File: src/rtl/cam_fifo_burst_ctrl.sv
// rtl/cam_fifo_burst_ctrl.sv - camera FIFO read-side burst controller feeding the frame-buffer write port
//
// Purpose: waits until a full burst is buffered in the camera pixel FIFO, issues a
// frame-buffer write request, then streams exactly BURST_LEN beats through a
// 2-entry beat buffer. Tracks the frame write address, wraps at frame end and
// resynchronises on camera frame_start.
//
// Ports:
//   clk, rst                    clock (also FIFO rd_clk), synchronous active-high reset
//   frame_start                 one-cycle camera vsync pulse
//   fifo_rd_water_level/_empty  FIFO read-side status
//   fifo_rd_en / fifo_rd_data   FIFO read port, data valid one cycle after fifo_rd_en
//   req_valid/ready/addr/len    burst request channel (req_len = BURST_LEN-1)
//   wdata_valid/ready/wdata/_last  write beat channel
//   frame_done                  pulse when the last burst of a frame completes
//   busy                        high while a request or its data phase is active
//   disp_buf_sel                only with CAM_BURST_PINGPONG_EN: last fully written buffer
//
// Optional feature macro: CAM_BURST_PINGPONG_EN (double-buffered frame store).

module cam_fifo_burst_ctrl #(
  parameter int DATA_WIDTH  = 32,
  parameter int LEVEL_WIDTH = 12,
  parameter int ADDR_WIDTH  = 28,
  parameter int BURST_LEN   = 64,
  parameter int FRAME_BASE  = 0,
  parameter int FRAME_WORDS = 153600
) (
  input  logic                   clk,
  input  logic                   rst,
  input  logic                   frame_start,
  input  logic [LEVEL_WIDTH-1:0] fifo_rd_water_level,
  input  logic                   fifo_rd_empty,
  output logic                   fifo_rd_en,
  input  logic [DATA_WIDTH-1:0]  fifo_rd_data,
  output logic                   req_valid,
  input  logic                   req_ready,
  output logic [ADDR_WIDTH-1:0]  req_addr,
  output logic [7:0]             req_len,
  output logic                   wdata_valid,
  input  logic                   wdata_ready,
  output logic [DATA_WIDTH-1:0]  wdata,
  output logic                   wdata_last,
  output logic                   frame_done,
  output logic                   busy
`ifdef CAM_BURST_PINGPONG_EN
  ,
  output logic                   disp_buf_sel
`endif
);

  localparam int CNT_W = $clog2(FRAME_WORDS + 1);
  localparam logic [ADDR_WIDTH-1:0] BASE0 = ADDR_WIDTH'(FRAME_BASE);
  localparam logic [ADDR_WIDTH-1:0] BASE1 = ADDR_WIDTH'(FRAME_BASE + FRAME_WORDS);

  typedef enum logic [1:0] {S_IDLE, S_ADDR, S_DATA} state_t;

  state_t                  state;
  logic [ADDR_WIDTH-1:0]   addr;
  logic [CNT_W-1:0]        count;
  logic [CNT_W-1:0]        next_count;
  logic                    armed;
  logic                    pending;
  logic [8:0]              rd_left;
  logic [7:0]              beat_cnt;

  logic [1:0]              occ;
  logic                    inflight;
  logic [DATA_WIDTH-1:0]   buf0;
  logic [DATA_WIDTH-1:0]   buf1;
  logic [2:0]              fill_after;
  logic                    pop;
  logic                    burst_end;
  logic                    wrap;

  logic [ADDR_WIDTH-1:0]   cur_base;
  logic [ADDR_WIDTH-1:0]   alt_base;

`ifdef CAM_BURST_PINGPONG_EN
  logic wr_sel;
  assign cur_base = wr_sel ? BASE1 : BASE0;
  // an applied frame_start switches to the other buffer
  assign alt_base = wr_sel ? BASE0 : BASE1;
`else
  assign cur_base = BASE0;
  assign alt_base = BASE0;
`endif

  assign req_len     = 8'(BURST_LEN - 1);
  assign req_addr    = addr;
  assign wdata_valid = (occ != 2'd0);
  assign wdata       = buf0;
  assign wdata_last  = wdata_valid && (beat_cnt == 8'(BURST_LEN - 1));
  assign pop         = wdata_valid && wdata_ready;
  assign burst_end   = pop && wdata_last;
  assign next_count  = count + CNT_W'(BURST_LEN);
  assign wrap        = (next_count == CNT_W'(FRAME_WORDS));

  // Buffer fill after this edge, counting the word already in flight; a new read
  // is only issued if that word will still have a slot when it lands.
  assign fill_after  = {1'b0, occ} + {2'b00, inflight} - {2'b00, pop};
  assign fifo_rd_en  = (state == S_DATA) && (rd_left != 9'd0) && !fifo_rd_empty
                       && (fill_after < 3'd2);

  always_ff @(posedge clk) begin
    if (rst) begin
      state      <= S_IDLE;
      addr       <= BASE0;
      count      <= '0;
      armed      <= 1'b0;
      pending    <= 1'b0;
      req_valid  <= 1'b0;
      frame_done <= 1'b0;
      busy       <= 1'b0;
      rd_left    <= 9'd0;
      beat_cnt   <= 8'd0;
`ifdef CAM_BURST_PINGPONG_EN
      wr_sel       <= 1'b1;
      disp_buf_sel <= 1'b1;
`endif
    end else begin
      frame_done <= 1'b0;
      if (frame_start) armed <= 1'b1;
      case (state)
        S_IDLE: begin
          if (frame_start || pending) begin
            addr    <= alt_base;
            count   <= '0;
            pending <= 1'b0;
`ifdef CAM_BURST_PINGPONG_EN
            wr_sel  <= ~wr_sel;
`endif
          end
          if (armed && (fifo_rd_water_level >= LEVEL_WIDTH'(BURST_LEN))) begin
            state     <= S_ADDR;
            req_valid <= 1'b1;
            busy      <= 1'b1;
          end
        end
        S_ADDR: begin
          if (frame_start) pending <= 1'b1;
          if (req_ready) begin
            req_valid <= 1'b0;
            state     <= S_DATA;
            rd_left   <= 9'(BURST_LEN);
            beat_cnt  <= 8'd0;
          end
        end
        S_DATA: begin
          if (fifo_rd_en) rd_left <= rd_left - 9'd1;
          if (pop) beat_cnt <= beat_cnt + 8'd1;
          if (burst_end) begin
            state    <= S_IDLE;
            busy     <= 1'b0;
            pending  <= 1'b0;
            beat_cnt <= 8'd0;
            if (wrap) begin
              frame_done <= 1'b1;
`ifdef CAM_BURST_PINGPONG_EN
              disp_buf_sel <= wr_sel;
`endif
            end
            // a frame_start seen during the burst wins over increment and wrap
            if (pending || frame_start) begin
              addr  <= alt_base;
              count <= '0;
`ifdef CAM_BURST_PINGPONG_EN
              wr_sel <= ~wr_sel;
`endif
            end else if (wrap) begin
              addr  <= cur_base;
              count <= '0;
            end else begin
              addr  <= addr + ADDR_WIDTH'(BURST_LEN);
              count <= next_count;
            end
          end else if (frame_start) begin
            pending <= 1'b1;
          end
        end
        default: state <= S_IDLE;
      endcase
    end
  end

  // 2-entry beat buffer: buf0 is always the head presented on wdata.
  always_ff @(posedge clk) begin
    if (rst) begin
      occ      <= 2'd0;
      inflight <= 1'b0;
      buf0     <= '0;
      buf1     <= '0;
    end else begin
      inflight <= fifo_rd_en;
      case ({inflight, pop})
        2'b10: begin
          if (occ == 2'd0) buf0 <= fifo_rd_data;
          else             buf1 <= fifo_rd_data;
          occ <= occ + 2'd1;
        end
        2'b01: begin
          buf0 <= buf1;
          occ  <= occ - 2'd1;
        end
        2'b11: begin
          if (occ == 2'd1) begin
            buf0 <= fifo_rd_data;
          end else begin
            buf0 <= buf1;
            buf1 <= fifo_rd_data;
          end
        end
        default: ;
      endcase
    end
  end

endmodule
File: config.mk
export PLATFORM = sky130hd
export DESIGN_NAME = cam_fifo_burst_ctrl
export DESIGN_NICKNAME = d
export VERILOG_FILES = /design/src/rtl/cam_fifo_burst_ctrl.sv
export SDC_FILE = /design/constraint.sdc
export NUM_CORES = 1
export LEC_CHECK = 0
export CELL_PAD_IN_SITES_DETAIL_PLACEMENT = 0
export CELL_PAD_IN_SITES_GLOBAL_PLACEMENT = 2
export CORE_MARGIN = 2
export CORE_UTILIZATION = 32
export DETAILED_ROUTE_END_ITERATION = 12
export PLACE_DENSITY = 0.82
export SYNTH_ARGS = -nofsm -noshare
export SYNTH_HDL_FRONTEND = slang
export SYNTH_SLANG_ARGS = --single-unit
File: constraint.sdc
create_clock -name clk -period 8.7 [get_ports clk]
set_input_delay 1.305 -clock clk [delete_from_list [all_inputs] [get_ports clk]]
set_output_delay 1.305 -clock clk [all_outputs]
set_load 0.02 [all_outputs]
==> results of run 1 <==
==> routing by layer <==
layer	vias up	global-route usage, %
met5	-	0
met2	108	26.8
met1	2493	18.8
met4	0	4.73
met3	12	5.64
li1	2655	-
==> synthesized netlist by cell type, drive strengths merged <==
master   count  area (sq um)
dfxtp      125          2500
nand2      110           413
nor2        64           240
a21oi       55           275
a211oi      36           270
a22oi       34           255
o21ai       33           165
clkbuf      30           113
nand3       23           120
buf         21           155
inv         20          75.1
nor3        20           100
xor2        15           131
ha          14           175
nand4       11          68.8
mux2i        9          90.1
or3          9          57.6
nor2b        8          50.1
o21a         7          52.6
nor4         6          37.5
and2         5          31.3
o31ai        5          37.5
xnor2        5          43.8
a21o         4          30.0
and4         4          37.5
nand2b       4          25.0
nand4b       4          35.0
a22o         3          26.3
and3         3          18.8
o21bai       3          22.5
or4          3          22.5
conb         2          7.51
or3b         2          17.5
a311oi       1          8.76
a31o         1          17.5
a31oi        1          21.3
and3b        1          8.76
fa           1          20.0
mux2         1          11.3
nand3b       1          7.51
o2bb2ai      1          8.76
o31a         1          8.76
o41ai        1          27.5
or2          1          6.26
or2b         1          7.51
==> metrics by stage <==
stage | setup WS [ps] | hold slack [ps] | util (%)
3_5_place_dp | 3290 | 446 | 39.0
2_1_floorplan | 4430 | 436 | -
5_1_grt | 3070 | 468 | 42.1
4_1_cts | 3280 | 454 | 42.1
6_report | 3290 | 454 | 42.1
3_3_place_gp | 3290 | 441 | 39.0
==> how the worst max path moves through the flow <==
| stage | end | from | slack [ps] |
|---|---|---|---|
| final | fifo_rd_en | wdata_ready | 3290 |
| after global routing | fifo_rd_en | wdata_ready | 3070 |
| after CTS | fifo_rd_en | wdata_ready | 3280 |
| after detailed placement | fifo_rd_en | wdata_ready | 3290 |
| after global placement | fifo_rd_en | wdata_ready | 3290 |
| after floorplan | fifo_rd_en | wdata_ready | 4430 |
==> registers in the layout (all words and copies together), names as in the netlist <==
signal and cells:
buf1 32, wdata 32, req_addr 22, count 12
rd_left 9, beat_cnt 8, occ 2, state 2
armed 1, busy 1, frame_done 1, inflight 1
pending 1, req_valid 1
==> final cells by class <==
class,instances,area (sq um),share of cell area [%]
Inverter,20,75.1,0.994
Clock inverter,11,93.8,1.24
Timing Repair Buffer,108,1060,14.1
Sequential cell,125,2500,33.1
Multi-Input combinational cell,525,3080,40.8
Clock buffer,21,450,5.96
Tap cell,229,287,3.79
==> worst max-delay path, stage by stage <==
cell and delay, ps:
clkdlybuf4s50_1 470, nor2b_1 260, ha_1 330, nand2b_1 180, fa_1 380, xor2_1 150
nor3_1 230, and2_1 200, clkdlybuf4s50_1 620
==> power breakdown <==
group          internal (mW)  switching [mW]
combinational          0.314           0.426
sequential             0.681          0.0690
clock                  0.398           0.259
==> logic make-up (layout without fill, tap and decap cells) <==
| kind of cell | Yosys count | count (layout) | synth area share (%) |
|---|---|---|---|
| buffers and inverters | 71 | 160 | 5.85 |
| other | 2 | 14 | 0.128 |
| XOR/XNOR | 20 | 20 | 2.99 |
| flip-flops | 125 | 125 | 42.7 |
| AO/OA/AOI/OAI | 186 | 186 | 21.0 |
| AND/OR/NAND/NOR | 280 | 280 | 22.3 |
| adder cells (fa/ha/maj) | 15 | 15 | 3.33 |
| multiplexers | 10 | 10 | 1.73 |
==> results.yml, run 1 <==
worst_setup_path:
  crit_path_start_kind: "input pin"
  r2r-end: "rd_left[0]$_SDFFE_PP0P_"
  crit_fanout: 4
  worst-r2r-cell-count: 12
  crit_path_end_kind: "primary output"
  timing.rr.start: "occ[1]$_SDFFE_PP0N_"
  required_ps: 7390
  arrival_ps: 4110
  path_class: "in -> out"
  rrSetupSlack_ps: 5370
floorplan:
  die_h_um: 139
  dieArea_sq_um: 19400
  start_util_pct: 32.6
  ios: 124
  fp-row-count: 49
  core-area_sq_um: 18000
  die_w_um: 139
worst_hold_path:
  hold_depth: 2
  holdPathEnd: "buf1[9]$_SDFFE_PP0P_"
  hp-start: "buf1[9]$_SDFFE_PP0P_"
  hold_path.class: "reg -> reg"
clocking:
  clkLatencyLatePin_ps: 410
  clk_path_buf_depth: 2
  cts_tree: "done"
  post_cts_resized: 0
  clockRootBuffer: "clkbuf_16"
  post_cts_buffers: 0
  cts.sinks: 125
  ctsHoldBuffers: 0
  htree_num_levels: 4
  cts_made_buffers: 17
  clk_pin_slew_worst_paths_ps: 60
cells_and_area:
  layout.cells.most_common_list: "125 x dfxtp_1, 110 x nand2_1, 102 x clkdlybuf4s50_1"
  area_growth_pct: 29.0
  nFillCells: 1775
  layout_commonest_cell: "dfxtp_1"
  stdcell_area_sq_um: 7560
  fin_nets: 862
  drive_gt1_share_pct: 5.93
  diodes: 0
  instances_no_fill: 1039
drt:
  topRoutingLayerUsed: "met4"
  vias: 5268
  finalWirelength_mm: 14.9
  route.met2.wl_mm: 7.23
  met1_length_mm: 6.57
  drtIter0Drc: 259
  first_pass_iters: 6
  antenna_left: 0
  drcViolationCount: 0
  via_per_inst: 5.07
  drt-wirelength-per-cell_um: 14.4
  wl_met3_um: 969
placement:
  io_buffers: 103
  hpwl_mm: 9.79
  placed_area_sq_um: 7010
  globalplace.congestion: 0.770
  placed_cells: 1007
power_and_ir_drop:
  total_power_mw: 2.15
  vdd_drop_max_v: 0.000147
  leakage_nw: 2.57
  powerDensity_nw_per_um2: 284
synthesis:
  synth_area_sq_um: 5860
  ys_ff_latch: 125
  syn_inst: 709
  synth-seq-area-share_pct: 42.7
  yosysWarnings: 0
  synth.distinct_cells: 52
  synth_area_per_cell_sq_um: 8.26
global_route:
  antenna_found_initial: 0
  grt_max_degree: 84
  grt_pass1_vias: 5181
  overflow: 0
  grt.total_usage_pct: 15.8
  grt_pass1_wl_mm: 25.4
sta:
  final_hold_viol_count: 0
  fin_skew_ps: 6.62
  grt_setup_unrepaired: "no"
  period_minus_slack_ps: 5410
  max_slew_margin_pct: 19.5
  tightestPinTransition_ps: 1210
  fin_setup_tns_ps: 0
  setup_viol_count_final: 0
  fmaxAchievable_mhz: 185
  finalMaxSlewViolations: 0
  period_share_pct: 62.2
run:
  drv_cap: 0
outcome:
  status: "finished, final reports clean"
No activity file was read; power rests on OpenSTA's default activity.
==> run 2, diff against run 1 <==
Settings changed: CORE_UTILIZATION 32 to 30, PLACE_DENSITY 0.82 to 0.77.
Clock period 8.7 ns to 5.7 ns, I/O delays scaled along.
==> run 2 against run 1 <==
Register-to-register slack got worse by 3100 ps. Power rose by 55%. Clock power rose by 61%. Non-clock buffer count rose by 1. Global-route usage fell by 0.74 points. Wire length rose by 2.2%. Largest cell class unchanged. Combinational power rose by 53%. Clock skew rose by 1.3 ps. Highest routed layer unchanged. Cell count rose by 3.6%. Sequential share of layout area fell by 0.42 points. Via count fell by 0.46%. Hold slack got worse by 1.4 ps.
==> results.yml, run 2 (synthesized netlist as in run 1, its figures left out) <==
outcome:
  status: "finished, final reports clean"
cells_and_area:
  diodes: 0
  fin_nets: 863
  regArea_sq_um: 2500
  layout_commonest_cell: "dfxtp_1"
  area_growth_pct: 30.7
  final_util_pct: 39.6
  layout.cells.most_common_list: "125 x dfxtp_1, 110 x nand2_1, 102 x clkdlybuf4s50_1"
  multi_input_area_sq_um: 3090
  nFillCells: 1968
  drive_gt1_share_pct: 6.41
worst_setup_path:
  rrSetupSlack_ps: 2300
  cp_top_family: "buffers and inverters"
  required_ps: 4850
  crit_fanout: 4
  crit_path_start_kind: "input pin"
  path_class: "in -> out"
  crit_path_end_kind: "primary output"
  slowest_delay_ps: 610
  r2r-end: "req_addr[10]$_SDFFE_PP0P_"
  worst-r2r-cell-count: 9
  crit_top_cell: "clkdlybuf4s50_1"
  crit_path_cell_trace: "clkdlybuf4s50_1, nor2b_1, ha_1, nand2b_1, fa_1, xor2_1, nor3_1, and2_1, clkdlybuf4s50_1"
  slowest_stage: "clkdlybuf4s50_1"
  cp-startpoint: "wdata_ready"
  timing.rr.start: "occ[1]$_SDFFE_PP0N_"
  cp_num_buf_inv: 2
  arrival_ps: 3670
sta:
  setup_viol_count_final: 0
  period_share_pct: 79.4
  finalMaxSlewViolations: 0
  period_minus_slack_ps: 4530
  fin_skew_ps: 7.90
  timing.hold.ws_ps: 452
  fmaxAchievable_mhz: 221
  fin_setup_tns_ps: 0
  final_hold_viol_count: 0
  max_slew_margin_pct: 24.7
  tightestPinTransition_ps: 1110
  grt_setup_unrepaired: "no"
power_and_ir_drop:
  leakage_nw: 2.59
  vdd_drop_max_v: 0.000219
  powerDensity_nw_per_um2: 435
placement:
  io_buffers: 103
  globalplace.congestion: 0.750
  hpwl_mm: 10.1
clocking:
  clk_pin_slew_worst_paths_ps: 50
  cts_made_buffers: 17
  post_cts_resized: 0
  htree_num_levels: 4
  ctsHoldBuffers: 0
  clkLatencyLatePin_ps: 410
  cts_tree: "done"
  post_cts_buffers: 0
  clk_path_buf_depth: 2
  clockRootBuffer: "clkbuf_16"
  cts.sinks: 125
floorplan:
  die_w_um: 144
  fp-row-count: 51
  die_h_um: 144
  ios: 124
  core-area_sq_um: 19300
  start_util_pct: 30.3
  dieArea_sq_um: 20700
run:
  drv_cap: 0
global_route:
  antenna_found_initial: 0
  grt_pass1_wl_mm: 24.7
  overflow: 0
  grt_pass1_vias: 4964
  grt.total_usage_pct: 15.1
  grt_max_degree: 84
worst_hold_path:
  hold_depth: 2
  holdPathEnd: "buf1[2]$_SDFFE_PP0P_"
  hold_path.class: "reg -> reg"
  hp-start: "buf1[2]$_SDFFE_PP0P_"
drt:
  via_per_inst: 4.87
  finalWirelength_mm: 15.3
  first_pass_iters: 4
  drtIter0Drc: 267
  antenna_left: 0
  drcViolationCount: 0
  vias: 5244
  drt-wirelength-per-cell_um: 14.2
==> run 2: changes by cell type in the layout (fill, tap and decap cells not counted) <==
cell	delta
clkinv_2	-3
clkinv_4	+3
clkbuf_1	-2
a21oi_1	-1
a21oi_2	+1
buf_4	+1
bufinv_16	+1
clkinvlp_4	+1
==> run 2: power breakdown <==
group	leakage [nW]	total (mW)	internal, mW	switching, mW
Clock	0.283	1.06	0.657	0.405
Combinational	1.30	1.13	0.482	0.643
Sequential	1.01	1.14	1.04	0.102
Total	2.59	3.33	2.18	1.15
==> run 2: worst max path at each step <==
stage                             to  slack (ps)  depth (start not counted)
after detailed placement  fifo_rd_en        1170                          9
final                     fifo_rd_en        1170                          9
after global routing      fifo_rd_en         950                          9
after global placement    fifo_rd_en        1210                          9
after floorplan           fifo_rd_en        2330                          7
after CTS                 fifo_rd_en        1150                          9
==> run 2: final cells by class <==
class | instances | area share [%]
Inverter | 20 | 0.981
Clock inverter | 13 | 1.86
Clock buffer | 19 | 5.79
Sequential cell | 125 | 32.7
Multi-Input combinational cell | 525 | 40.3
Timing Repair Buffer | 109 | 14.0
Tap cell | 265 | 4.33
==> run 2: stage by stage <==
stage	setup WS, ps	total power [mW]	cell area (sq um)	std cells
2_1_floorplan	2330	1.85	5900	721
4_1_cts	1150	3.38	7650	1076
5_1_grt	953	3.54	7650	1076
6_report	1170	3.33	7650	1076
3_5_place_dp	1170	2.30	7070	1044
3_3_place_gp	1210	2.27	7070	1044
==> run 2: layer usage <==
metal / up-vias / GRT usage, % / wire, um
met5: - / 0 / 0
met4: 0 / 4.28 / 131
met3: 9 / 5.56 / 912
met2: 98 / 25.1 / 7230
met1: 2466 / 18.3 / 6990
li1: 2671 / - / -
==> run 2: worst min-delay path: stages (launching register included) <==
cell and delay, ps:
dfxtp_1 300, nand2_1 50, a21oi_1 50
==> run 3, diff against run 2 <==
Clock period 5.7 ns to 4.6 ns, I/O delays scaled along.
==> run 3 against run 2 <==
Clock-buffer cell count rose by 2. Non-clock buffer count rose by 1. Cell count fell by 0.19%. Hold slack improved by 0.85 ps. First-iteration DRC count fell by 7.1%. Combinational power rose by 25%. Clock power rose by 22%. Critical path depth did not move. Clock skew rose by 1.4 ps. Power rose by 24%. Global-route usage rose by 0.47 points. Die area did not move.
==> results.yml, run 3 (synthesized netlist as in run 1, its figures left out) <==
clocking:
  ctsHoldBuffers: 0
  clkLatencyLatePin_ps: 410
  cts_tree: "done"
  clk_pin_slew_worst_paths_ps: 50
  cts_made_buffers: 17
  clk_path_buf_depth: 2
  cts.sinks: 125
  post_cts_buffers: 0
  htree_num_levels: 4
  clockRootBuffer: "clkbuf_16"
  post_cts_resized: 0
floorplan:
  dieArea_sq_um: 20700
  core-area_sq_um: 19300
  start_util_pct: 30.3
  fp-row-count: 51
  die_h_um: 144
  die_w_um: 144
  ios: 124
drt:
  finalWirelength_mm: 15.6
  first_pass_iters: 4
  vias: 5313
  drtIter0Drc: 248
  via_per_inst: 4.95
  drt-wirelength-per-cell_um: 14.5
  antenna_left: 0
  drcViolationCount: 0
power_and_ir_drop:
  leakage_nw: 2.59
  powerDensity_nw_per_um2: 540
  netSwitchingPower_mw: 1.41
  power.internal_mw: 2.71
  p_clk_share_pct: 31.4
  p_sw_share_pct: 34.2
  vdd_drop_max_v: 0.000252
  seqPwrFrac_pct: 34.5
  comb_power_share_pct: 34.1
worst_setup_path:
  slowest_delay_ps: 610
  slowest_stage: "clkdlybuf4s50_1"
  required_ps: 3910
  crit_path_start_kind: "input pin"
  crit_top_cell: "clkdlybuf4s50_1"
  crit_path_cell_trace: "clkdlybuf4s50_1, nor2b_1, ha_1, nand2b_1, fa_1, xor2_1, nor3_1, and2_1, clkdlybuf4s50_1"
  path_class: "in -> out"
  crit_fanout: 4
  arrival_ps: 3540
  crit_path_end_kind: "primary output"
cells_and_area:
  layout_commonest_cell: "dfxtp_1"
  instances_no_fill: 1074
  drive_gt1_share_pct: 6.18
  layout.cells.most_common_list: "125 x dfxtp_1, 110 x nand2_1, 102 x clkdlybuf4s50_1"
  diodes: 0
  area_growth_pct: 30.4
  fin_nets: 864
global_route:
  grt_pass1_vias: 5077
  overflow: 0
  grt_max_degree: 83
  antenna_found_initial: 0
  grt_pass1_wl_mm: 25.6
  grt.total_usage_pct: 15.5
sta:
  final_hold_viol_count: 0
  tightestPinTransition_ps: 894
  setup_viol_count_final: 0
  period_share_pct: 91.9
  fin_setup_tns_ps: 0
  period_minus_slack_ps: 4230
  finalMaxSlewViolations: 0
  max_slew_margin_pct: 40.4
  fin_skew_ps: 9.34
  grt_setup_unrepaired: "no"
  worst_slack_ps: 372
  fmaxAchievable_mhz: 237
worst_hold_path:
  hold_path.class: "reg -> reg"
placement:
  placed_cells: 1045
  pre_cts_slack_ps: 389
  io_buffers: 103
  hpwl_mm: 10.3
  globalplace.congestion: 0.828
outcome:
  status: "finished, final reports clean"
run:
  drv_cap: 0
[run 3: cell types whose count changed in the layout (fill, tap and decap cells not counted), sizes merged]
cell / before / now
inv: 21 / 20
buf: 7 / 8
clkinvlp: 2 / 1
clkbuf: 19 / 21
clkinv: 8 / 5
[run 3: stage by stage]
step	total power, mW	utilization [%]	cell area, sq um	hold WS [ps]
after floorplan	2.29	-	5900	436
after global placement	2.83	36.6	7080	441
after detailed placement	2.85	36.6	7080	446
after CTS	4.18	39.5	7640	454
after global routing	4.37	39.5	7640	473
final	4.12	39.5	7640	453
[run 3: power by group through the flow]
stage	Combinational, mW	Clock, mW	Sequential (mW)
after floorplan	0.696	0	1.60
after global placement	1.39	0	1.44
after detailed placement	1.41	0	1.44
after CTS	1.42	1.33	1.42
after global routing	1.55	1.37	1.45
final	1.41	1.29	1.42
[run 3: worst paths after layout]
path / slack (ps) / depth (start not counted) / start / end
min reg2reg: 450 / 2 / buf1[7]$_SDFFE_PP0P_ / buf1[7]$_SDFFE_PP0P_
min: 450 / 2 / buf1[7]$_SDFFE_PP0P_ / buf1[7]$_SDFFE_PP0P_
max: 370 / 9 / wdata_ready / fifo_rd_en
max reg2reg: 1190 / 12 / occ[1]$_SDFFE_PP0N_ / rd_left[5]$_SDFFE_PP0P_
[run 3: critical path, delay by kind of cell]
family | cells | cell delay (ps)
buffers and inverters | 2 | 1090
adder cells (fa/ha/maj) | 2 | 720
AND/OR/NAND/NOR | 4 | 900
XOR/XNOR | 1 | 150
[run 3: routing by layer]
layer | track usage (%) | vias up | share of wire [%]
li1 | - | 2662 | -
met1 | 19.4 | 2511 | 45
met5 | 0 | - | 0
met2 | 25.1 | 121 | 47
met4 | 5.26 | 0 | 1.7
met3 | 5.20 | 19 | 6.2
[run 3: final cells by class]
class,instances,area [sq um]
well taps,265,332
fillers,1954,11700
clock inverters,8,92.6
clock buffers,21,470
multi-input cells,525,3090
flip-flops and latches,125,2500
repair buffers,110,1080
inverters,20,75.1
==> edit 1: new RTL, settings of run 2 <==
Reset style: asynchronous (`rst`), changed in 2 clocked blocks. Comments in the files are not updated.
--- a/src/rtl/cam_fifo_burst_ctrl.sv
+++ b/src/rtl/cam_fifo_burst_ctrl.sv
@@ -104,3 +104,3 @@
 
-  always_ff @(posedge clk) begin
+  always_ff @(posedge clk or posedge rst) begin
     if (rst) begin
@@ -186,3 +186,3 @@
   // 2-entry beat buffer: buf0 is always the head presented on wdata.
-  always_ff @(posedge clk) begin
+  always_ff @(posedge clk or posedge rst) begin
     if (rst) begin
Function: differs if rst is asserted again (counterexample within 4 cycles, from zero or initial values and one cycle with rst high); with rst held inactive, the same outputs for 4 cycles.
==> edit 1 against run 2 <==
Total power grew 11%; register-to-register slack got worse by 60 ps; worst setup slack worse by 40 ps; utilization shrank 0.32 points; sequential cell count is the same; cell area up 7.5%; wire length rose by 4.8%; first-iteration DRC count rose by 18%; count of clock-buffer cells in the layout is 1 lower; sequential share of layout area up 5.3 points; synthesized cell count fell by 8.9%; synthesized area grew 9.2%; critical endpoint unchanged; largest power group is now combinational logic.
==> edit 1: results (changes against run 2) <==
Cts bufs inserted: 17 (unchanged)
Via Count: 5226 (-0.34%)
Synth area leaders: dfrtp_1 49%, o21ai_0 6.4%, mux2_2 5.6%
CP startpoint: wdata_ready
Max-slew violation count: 0 (unchanged)
Reg2Reg Capture Point: rd_left[6]
Leakage: 3.54 nW (+37%)
H-tree levels: 4 (unchanged)
CP max FO: 8 (+4)
CTS max path bufs: 2 (unchanged)
Layout Nets: 805 (-6.7%)
Reg2reg setup slack: 2240 ps (-60 ps)
Detail Route met3 WL: 779 um (-15%)
YS warnings: 0 (unchanged)
FF-to-FF Start: occ[1]
Post-Synth XOR/XNOR Area: 1.37% (-1.6 points)
Clock skew: 7.74 ps (-0.159 ps)
Post-synth top cells: 125 x dfrtp_1, 82 x o21ai_0, 77 x nand2_1
Global-route track usage on met3: 3.57% (-2.0 points)
Multiplexer area fraction after synthesis: 6.42% (+4.7 points)
Initial antenna violation count: 0 (unchanged)
WHS Endpoint: armed
Top layer in use: met4
Global routing usage on met2: 23.8% (-1.3 points)
M1 wire length: 7660 um (+9.5%)
Metal2 WL: 7410 um (+2.4%)
Detailed placement HPWL: 10500 um (+3.3%)
Hold Crit Start: armed
DRT iter0 DRCs: 314 (+18%)
Placer Congestion: 0.768 (+2.3%)
Number of I/O port buffers: 103 (unchanged)
Fin Hold WS: 470 ps (+18.1 ps)
Global-route wire length before repair: 26400 um (+6.7%)
Layout cells sized above 1: 11.4% (+5.0 points)
Adder-cell share of the synthesized area: 2.86% (-0.48 points)
Worst vdd ir: 209 uV (-4.3%)
Vias in the first global route: 5307 (+6.9%)
P_seq: 1.27 mW (+11%)
Pre-CTS WS: 1130 ps (-43.2 ps)
CTS root buffer: clkbuf_16
Tot GR Track Use: 14.7% (-0.36 points)
WP data arrival: 3710 ps (+40 ps)
Avg WL per Cell: 15.5 um (+9.5%)
Placed cell area: 7660 sq um (+8.4%)
Slew headroom: 21.9% (-2.8 points)
Compound-cell area share of the yosys netlist: 19.1% (-1.8 points)
R2R cell count: 15 (+6)
FILL cells: 2097 (+6.6%)
Sequential area share after synthesis: 48.9% (+6.2 points)
Hold Path Cell Cnt: 1 (-1)
CP peak stage delay: 600 ps
GR Util met1: 19.4% (+1.1 points)
Post-CTS setup buffers: 0 (unchanged)
Largest net degree at the start of global routing: 79 (-6.0%)
Asr flop ratio synth: 100% (+100 points)
Cell variety after synth: 63 (+21%)
Status: finished clean
NetSw: 1.37 mW (+19%)
edit 1: changes by cell type after synthesis, sizes merged, moves of 33 or more:
cell,change
dfrtp,+125
nand2,-33
a211oi,-34
o21ai,+53
dfxtp,-125
a21oi,-43
nor2,-43
edit 1: worst register-to-register path: cells and delay by family (launching register included):
family | cells | cell delay (ps)
AOI/OAI and AO/OA | 2 | 220
xor gates and xnor gates | 1 | 150
adders and majority gates | 3 | 1050
buffers and inverters | 4 | 600
DFF | 1 | 430
muxes | 1 | 200
and+or+nand+nor | 4 | 700
edit 1: worst max-delay path by stage:
stage | end | slack [ps] | cells past startpoint
after floorplan | armed | 1520 | 1
after global placement | fifo_rd_en | 1100 | 11
after detailed placement | fifo_rd_en | 1130 | 11
after CTS | fifo_rd_en | 1110 | 11
after global routing | fifo_rd_en | 910 | 12
final | fifo_rd_en | 1130 | 11
edit 1: stage by stage:
step / std cells / util, % / power (mW)
floorplan: 658 / - / 2.14
CTS: 1029 / 39.3 / 3.73
finish: 1029 / 39.3 / 3.68
detailed placement: 997 / 36.5 / 2.66
global placement: 997 / 36.5 / 2.61
global route: 1029 / 39.3 / 3.94
edit 1: layout make-up:
class | instances | share of cell area (%)
Clock inverter | 14 | 1.58
Inverter | 21 | 0.988
Multi-Input combinational cell | 465 | 36.6
Clock buffer | 18 | 5.34
Timing Repair Buffer | 111 | 13.3
Sequential cell | 125 | 38.0
Tap cell | 275 | 4.18
edit 1: cells by family (layout without fill, tap and decap cells):
kind of cell    after synthesis  in the layout
mux                          37             37
fa+ha+maj                    14             14
flops                       125            125
compound gates              190            190
xor+xnor                     10             10
buf+inv                      68            164
other cells                   2             14
simple gates                200            200
==> edit 2: new RTL, flow settings as in run 2 <==
Made on the original files. Change the parameter `FRAME_WORDS` from 153600 to 76800.
--- a/src/rtl/cam_fifo_burst_ctrl.sv
+++ b/src/rtl/cam_fifo_burst_ctrl.sv
@@ -26,3 +26,3 @@
   parameter int FRAME_BASE  = 0,
-  parameter int FRAME_WORDS = 153600
+  parameter int FRAME_WORDS = 76800
 ) (
Function: no difference found for any inputs over 4 cycles, from zero or initial values and one cycle with rst high; that may be too few to reach the edited logic, so the function may still have changed.
==> edit 2 against run 2 <==
Total power is 3.8% lower; critical path depth stayed put; sequential power is 8% lower; worst setup slack better by 110 ps; synthesized area is 0.88% higher; non-clock buffer count is 1 lower; wire length is 1.8% higher; cell area is 1.1% higher; clock skew hardly changed; first-iteration DRC count is 12% lower; sequential cell count is 1 lower.
==> edit 2: results (changes against run 2) <==
Post-Layout Cell Count: 1060 (-1.5%)
Detailed placement HPWL: 10500 um (+3.7%)
Worst-skew pair later-pin latency: 410 ps (about the same)
Largest net degree at the start of global routing: 65 (-23%)
Type of the most critical hold path: reg2reg
CP max FO: 5 (+1)
Global-route wire length before repair: 24900 um (+0.70%)
Post-CTS setup buffers: 0 (unchanged)
Drt pass-1 iters: 4 (unchanged)
Number of I/O port buffers: 103 (unchanged)
Global routing usage on met2: 25.2% (+0.16 points)
Main synth FF type: dfxtp_1
Post-Place Cells: 1028 (-1.5%)
CTS clk-pin slew, worst paths: 50 ps (about the same)
Cell variety after synth: 66 (+27%)
Layout cells sized above 1: 7.30% (+0.88 points)
Worst vdd ir: 205 uV (-6.1%)
Worst-Margin Slew: 1260 ps (+153 ps)
Total negative slack: 0 ps (unchanged)
Avg WL per Cell: 14.7 um (+3.3%)
Initial antenna violation count: 0 (unchanged)
Vias in the first global route: 4939 (-0.50%)
Vias/cell: 4.95 (+1.6%)
CTS root buffer: clkbuf_16
GR Util met1: 19.1% (+0.79 points)
Layout Nets: 847 (-1.9%)
Synth Area per Inst: 8.50 sq um (+2.9%)
YS warnings: 0 (unchanged)
Asr flop ratio synth: 0% (unchanged)
Ant diodes: 0 (unchanged)
Post-synth top cells: 124 x dfxtp_1, 93 x nand2_1, 63 x nor2_1
CP peak stage delay: 620 ps
H-tree levels: 4 (unchanged)
Clock skew: 7.93 ps (+0.0261 ps)
WP data arrival: 3560 ps (-110 ps)
Status: finished clean
CTS max path bufs: 2 (unchanged)
Placer Congestion: 0.773 (+3.0%)
Leakage: 2.70 nW (+4.1%)
Cts bufs inserted: 17 (unchanged)
Global-route track usage on met3: 4.17% (-1.4 points)
Synth area leaders: dfxtp_1 42%, nand2_1 5.9%, a211oi_1 4.6%
Sequential area share after synthesis: 42.0% (-0.71 points)
Cts repair resizes: 0 (unchanged)
Worst path slowest cell: clkdlybuf4s50_1
DRT iter0 DRCs: 236 (-12%)
Tot GR Track Use: 15.1% (+0.055 points)
edit 2: changes by cell type after synthesis, moves of 6 or more:
cell | before | now
o21a_1 | 7 | 1
o21ai_1 | 5 | 12
nand3_1 | 22 | 12
nor3_1 | 20 | 14
a22o_1 | 3 | 11
nand2_1 | 110 | 93
and3_1 | 3 | 11
o21ai_0 | 28 | 20
nor3b_1 | 0 | 8
edit 2: worst paths after layout:
path,start,to,slack (ps),cells past startpoint
setup / recovery,wdata_ready,fifo_rd_en,1280,9
hold / removal,buf1[8],buf1[8],450,2
setup reg to reg,occ[1],rd_left[4],2250,11
hold reg to reg,buf1[8],buf1[8],450,2
edit 2: report_power, final:
group          switching [mW]  internal [mW]
sequential             0.0728          0.977
combinational           0.587          0.402
clock                   0.406          0.758
edit 2: cell families after synthesis:
kind of cell / share of synthesized area, %
multiplexers: 1.27
flip-flops: 42.0
other: 0.127
adder cells (fa/ha/maj): 3.30
XOR/XNOR: 2.22
AND/OR/NAND/NOR: 22.4
buffers and inverters: 5.76
AO/OA/AOI/OAI: 22.9
edit 2: per-layer routing:
metal | part of all wire (%) | routed length (um)
met3 | 3.5 | 545
met2 | 49 | 7580
met4 | 1.3 | 197
met5 | 0 | 0
met1 | 46 | 7220
edit 2: per-stage QoR:
step	setup slack (ps)	instance area (sq um)
CTS	1220	7740
floorplan	2220	5950
global route	1070	7740
global placement	1200	7100
finish	1280	7740
detailed placement	1240	7100
edit 2: layout make-up:
cell class                      instances  area, sq um
Fill cell                            1978        11700
Sequential cell                       124         2480
Inverter                               17         63.8
Clock inverter                         13          189
Tap cell                              265          332
Timing Repair Buffer                  108         1060
Multi-Input combinational cell        514         3150
Clock buffer                           19          453
edit 2: critical path, delay by kind of cell:
family / cells / cell delay [ps]
xor+xnor: 1 / 140
fa+ha+maj: 2 / 680
buf+inv: 2 / 1130
simple gates: 4 / 760
